===== src/rtl/rr8_pkt_mux.sv =====
// rr8_pkt_mux: locks onto the arbiter's winner for a whole packet and forwards beats through a registered output stage
module rr8_pkt_mux #(
    parameter int DW = 32
) (
    input  logic            clk,
    input  logic            rst,
    input  logic [7:0]      in_valid,
    input  logic [8*DW-1:0] in_data,
    input  logic [7:0]      in_last,
    output logic [7:0]      in_ready,
    output logic [7:0]      arb_req,
    input  logic [7:0]      arb_gnt,
    output logic            out_valid,
    output logic [DW-1:0]   out_data,
    output logic            out_last,
    output logic [2:0]      out_src,
    input  logic            out_ready,
    output logic            busy,
    output logic            err_gnt
);
    typedef enum logic {IDLE, LOCK} state_t;
    state_t state, next_state;
    logic [2:0] sel, gnt_idx;
    logic gnt_legal, gnt_bad, can_load, accept;
    // grant legality: exactly one bit, and only on a source that is requesting
    always_comb begin
        gnt_idx = '0;
        for (int i = 0; i < 8; i++)
            if (arb_gnt[i]) gnt_idx = 3'(i);
        gnt_legal = (arb_gnt != '0) && ((arb_gnt & (arb_gnt - 8'd1)) == '0) && ((arb_gnt & ~in_valid) == '0);
        gnt_bad = (arb_gnt != '0) && !gnt_legal;
        can_load = ~out_valid | out_ready;
        accept = (state == LOCK) && in_valid[sel] && can_load;
    end
    // state register
    always_ff @(posedge clk) begin
        state <= rst ? IDLE : next_state;
    end
    // next state: leave IDLE on a legal grant, leave LOCK after the last beat is taken
    always_comb begin
        next_state = state;
        if (state == IDLE) next_state = gnt_legal ? LOCK : IDLE;
        else next_state = (accept && in_last[sel]) ? IDLE : LOCK;
    end
    // outputs: request only while idle so the arbiter pointer stays frozen mid-packet
    always_comb begin
        arb_req = (state == IDLE) ? in_valid : '0;
        in_ready = (state == LOCK && can_load) ? (8'h01 << sel) : '0;
        busy = (state == LOCK);
    end
    // winner capture, output register and illegal-grant pulse
    always_ff @(posedge clk) begin
        if (rst) begin
            sel <= '0;
            out_valid <= 1'b0;
            out_data <= '0;
            out_last <= 1'b0;
            out_src <= '0;
            err_gnt <= 1'b0;
        end else begin
            if (state == IDLE && gnt_legal) sel <= gnt_idx;
            err_gnt <= (state == IDLE) && gnt_bad;
            if (accept) begin
                out_valid <= 1'b1;
                out_data <= in_data[sel*DW +: DW];
                out_last <= in_last[sel];
                out_src <= sel;
            end else if (out_ready) begin
                out_valid <= 1'b0;
            end
        end
    end
endmodule

===== config.mk =====
export PLATFORM = sky130hd
export DESIGN_NAME = rr8_pkt_mux
export DESIGN_NICKNAME = d
export VERILOG_FILES = /design/src/rtl/rr8_pkt_mux.sv
export SDC_FILE = /design/constraint.sdc
export NUM_CORES = 1
export LEC_CHECK = 0
export CORE_AREA = 2 2 132 134
export CTS_CLUSTER_DIAMETER = 80
export DETAILED_ROUTE_END_ITERATION = 6
export DIE_AREA = 0 0 134 136
export PLACE_DENSITY_LB_ADDON = 0.05
export SYNTH_ARGS = -nofsm -noshare
export SYNTH_HDL_FRONTEND = slang
export SYNTH_SLANG_ARGS = --single-unit
export TNS_END_PERCENT = 30

===== constraint.sdc =====
create_clock -name clk -period 3 [get_ports clk]
set_input_delay 0.6 -clock clk [delete_from_list [all_inputs] [get_ports clk]]
set_output_delay 0.6 -clock clk [all_outputs]
set_load 0.01 [all_outputs]

# Yosys cells after proc, flatten, opt, wreduce, memory -nomap -nowiden
# Cells that the tools add are included.
# Widths: inputs -> output; s select.
totals:
  register_bits: 42
  in_bits: 283
  out_inout_bits: 55
  elab_cells: 49
classes:
  add_sub_neg: 1
  magnitude_cmp: 1
  n_shift: 2
  muxes: 18
  bitwise_logic: 6
  reduce_logical: 14
op_table:
  columns: ["operator", "n"]
  rows:
  - ["$shiftx 256x9->32", 1]
  - ["$and 8x8->8", 2]
  - ["$logic_not 8->1", 2]
  - ["$mux 8", 2]
  - ["$mux 3", 4]
  - ["$logic_and 1x1->1", 9]
  - ["$mux 1", 8]
  - ["$not 8->8", 1]
  - ["$reduce_bool 8->1", 1]
  - ["$shl 1x3->8 const A", 1]
  - ["$sub 8x1->8 const B", 1]
  - ["$bmux 1 s3", 2]
  - ["$lt 3x4->1 const B", 1]
  - ["$mux 2", 2]
  - ["$not 1->1", 2]
  - ["$reduce_bool 2->1", 1]
  - ["$logic_not 1->1", 1]
  - ["$or 1x1->1", 1]

# Depth between registers and ports, before layout
logic_depth:
  ltp_word: 8
  mapped_depth: 7

# Least setup slack after synthesis
# Ideal clock, no wire load.
synth_timing:
  kind: "input port to flip-flop"
  startpoint: "input port arb_gnt[2]"
  endpoint: "register sel[1]"
  setup_ns: 0.123
  arrival_time_ns: 2.052
  t_required_ns: 2.877
  setup_slack_ns: 0.824
  cell_stages: 5
  n_path_buf: 0
  cell_sequence: "or4_4 -> a2111oi_2 -> or3_1 -> nand3_2 -> mux2_1"
synth_via:
  elab_chain_len: 6
  word_cells_on_any_way: 15
  cone_classes: "add/sub: 1; mux: 6; bitwise: 2; reduce/logical: 6"
synth_lines:
  columns: ["element", "line_no", "rtl"]
  rows:
  - ["from (decl)", "12", "input logic [7:0] arb_gnt,"]
  - ["$sub 8x1->8 / $mux 2 (equally long branches)", "30, 29", null]
  - ["$and 8x8->8 / $mux 2 (equally long branches)", "30, 29", null]
  - ["$logic_not 8->1 / $mux 3 (equally long branches)", "30, 29", null]
  - ["$logic_and 1x1->1 / $mux 3 (equally long branches) (2 in series)", "30, 29", null]
  - ["$logic_and 1x1->1 / $mux 3 (equally long branches)", "61, 29", null]
  - ["to (signal assigned)", "61", "if (state == IDLE && gnt_legal) sel <= gnt_idx;"]
  - ["to (decl)", "23", "logic [2:0] sel, gnt_idx;"]
# Several ways; a longest one is shown, not always the timed one.
# A chain may end at the register's enable or synchronous reset.

# Worst setup path in the final report
layout_timing:
  startpoint: "input port out_ready"
  endpoint: "output port in_ready[4]"
layout_via:
  elab_chain_len: 3
layout_lines:
  columns: ["element", "line_no", "rtl"]
  rows:
  - ["from (decl)", "17", "input logic out_ready,"]
  - ["$or 1x1->1", "32", "can_load = ~out_valid | out_ready;"]
  - ["$logic_and 1x1->1", "48", "in_ready = (state == LOCK && can_load) ? (8'h01 << sel) : '0;"]
  - ["$mux 8", "48", null]
  - ["to (decl)", "10", "output logic [7:0] in_ready,"]
# Every way passes these cells.

==> impl_metrics.ini <==
[run_status]
status = finished clean

[worst_setup_path]
crit_path_max_fanout = 5
crit_top_cell = clkdlybuf4s50_1
required_ps = 2400
crit_family = buffers and inverters
worstSetupPathType = primary input to primary output
slowest_delay_ps = 560
path_buf_inv = 2
end_kind = primary output
cp_cell_sequence = clkdlybuf4s50_1, nand2b_1, nand3_1, nor3_1, clkdlybuf4s50_1
worstPathArrival_ps = 2150
slowest_stage = clkdlybuf4s50_1
worstSetupStartpointType = primary input

[floorplan]
start_util_pct = 22.1
io_pins = 338
dieArea_um2 = 18200
core_um2 = 16900
die_w_um = 134
die_y_um = 136
num_rows = 48

[cells_and_area]
stdcell_count = 864
layout.nets = 921
drive_above_1_share_pct = 15.2
mostFrequentLayoutCells = clkdlybuf4s50_1, mux4_2, nor2_1, dfxtp_1, mux2i_1
antenna_cells = 0
final_common_cell = clkdlybuf4s50_1
stdcell_area_um2 = 7500
areaGrowthSynthToFinish_pct = 101
utilization_pct = 44.5

[power]
power_leakage_nw = 2.40
powerDensity_nw_per_um2 = 240
vdd_ir_drop_max_uv = 169

[logic_synthesis]
synth_top_area_share_pct = 41.1
ys_top_cells_by_area = mux4_2, dfxtp_1, mux2i_1, a211oi_1, nor2_1
avgSynthCellArea_um2 = 11.7
syn_nets = 601
synth-seq-cells = 42
ys_seq_area_share_pct = 22.5
yosys_warnings = 0
postSynthCellCount = 318
synthDistinctLibCells = 40
synth_area_leader_cell = mux4_2
syn_area_um2 = 3730

[clock_tree]
cts_buffers = 5
cts_max_path_buffers = 2
numClockSinks = 42
cts_hold_buf = 0
clock_latency_ps = 280
postCtsResizedCells = 0
cts_setup_buffers = 0
htree_num_levels = 2
cts_tree = built
clk_pin_slew_worst_paths_ps = 60
cts-root-buf = clkbuf_16

[timing]
layout_min_cycle_time_ps = 2750
setup_slack_ps = 248
rsz0062_at_grt = false
clock_skew_ps = 8.10
slew_violations = 0
tightest_slew_ps = 528
maxSlewHeadroom_pct = 64.8
tns_ps = 0
setup_viol = 0
finalCritPeriodShare_pct = 91.7
fmax_ghz = 0.363
hold_violations = 0

[route]
ant_nets = 0
drc = 0
wl_per_cell_um = 18.7
drt-vias-per-instance = 4.74
wl_um = 16200
via_count = 4092
firstDrtPassIters = 4
first_iter_violations = 110

[global_route]
use_met2_pct = 33.5
grt_pass1_wl_um = 24500
grt-busiest-layer = met2
grt_pass1_vias = 4459
met3_usage_pct = 3.62
grt_use_met1_pct = 18.8
antenna_found_initial = 0
grt_overflow = 0
grt_max_degree = 40
grt_usage_pct = 17.3

[placement]
port_buffers = 337
post-place-ws_ps = 173
place_congestion = 0.761
dp.cells = 856
placed_area_um2 = 7310
dp_hpwl_um = 13700

[run]
timing.max_cap.violations = 0

[min_path]
hp-class = flop to flop
-- state kept, by name, summed over array words and instances, names as in the netlist --
signal,flops
out_src,3
out_valid,1
err_gnt,1
out_last,1
out_data,32
sel,3
busy,1
-- report_power, final --
group          switching (mW)  internal [mW]
clock network           0.222          0.466
registers             0.00272          0.558
logic                   0.126          0.423
total                   0.351           1.45
-- cell families after synthesis --
logic type             count (synthesis)  synth area share [%]
multiplexers                         106                  51.4
AO/OA/AOI/OAI                         52                  10.3
buffers and inverters                 42                  5.53
flip-flops                            42                  22.5
AND/OR/NAND/NOR                       76                  10.3
-- cell usage after synthesis, drive strengths merged --
cell,number
o21bai,1
or4,1
o22ai,3
a311oi,1
a211oi,33
nor2b,9
mux2,3
nand3b,1
clkbuf,16
buf,17
a2111oi,2
o31a,1
nand2b,3
a31oi,2
a41o,2
mux2i,35
o21ai,1
nand4b,1
inv,9
nand2,5
nand3,2
nand4,1
nor2,43
a21oi,6
or3,2
dfxtp,42
nor3,2
and2b,3
nor4,3
mux4,68
-- through the flow --
stage	hold slack [ps]	total power, mW
CTS	460	1.83
floorplan	481	0.712
global placement	445	1.12
detailed placement	450	1.13
global route	498	1.88
finish	461	1.80
-- routing by layer --
| metal | part of all wire (%) | wire, um |
|---|---|---|
| met5 | 0 | 0 |
| met3 | 6.9 | 1120 |
| met4 | 2.3 | 367 |
| met1 | 36 | 5870 |
| met2 | 55 | 8810 |
-- final cells by class --
class | instances | area [um^2]
Fill cell | 1555 | 9370
Multi-Input combinational cell | 234 | 2690
Clock inverter | 1 | 30.0
Sequential cell | 42 | 850
Timing Repair Buffer | 346 | 3460
Clock buffer | 7 | 164
Inverter | 9 | 33.8
Tap cell | 225 | 282
-- worst paths after layout --
kind	startpoint	end	slack, ps	depth (start not counted)
min	out_src[2]	out_src[2]	460	2
min reg2reg	out_src[2]	out_src[2]	460	2
max reg2reg	sel[1]	busy	670	5
max	out_ready	in_ready[4]	250	5
-- worst reg2reg max path: cells and delay by family, from the launching register on --
family | cells | cell delay (ps)
DFF | 1 | 670
buffers and inverters | 1 | 580
AOI/OAI and AO/OA | 2 | 300
muxes | 2 | 720
No activity file was read; power rests on OpenSTA's default activity.
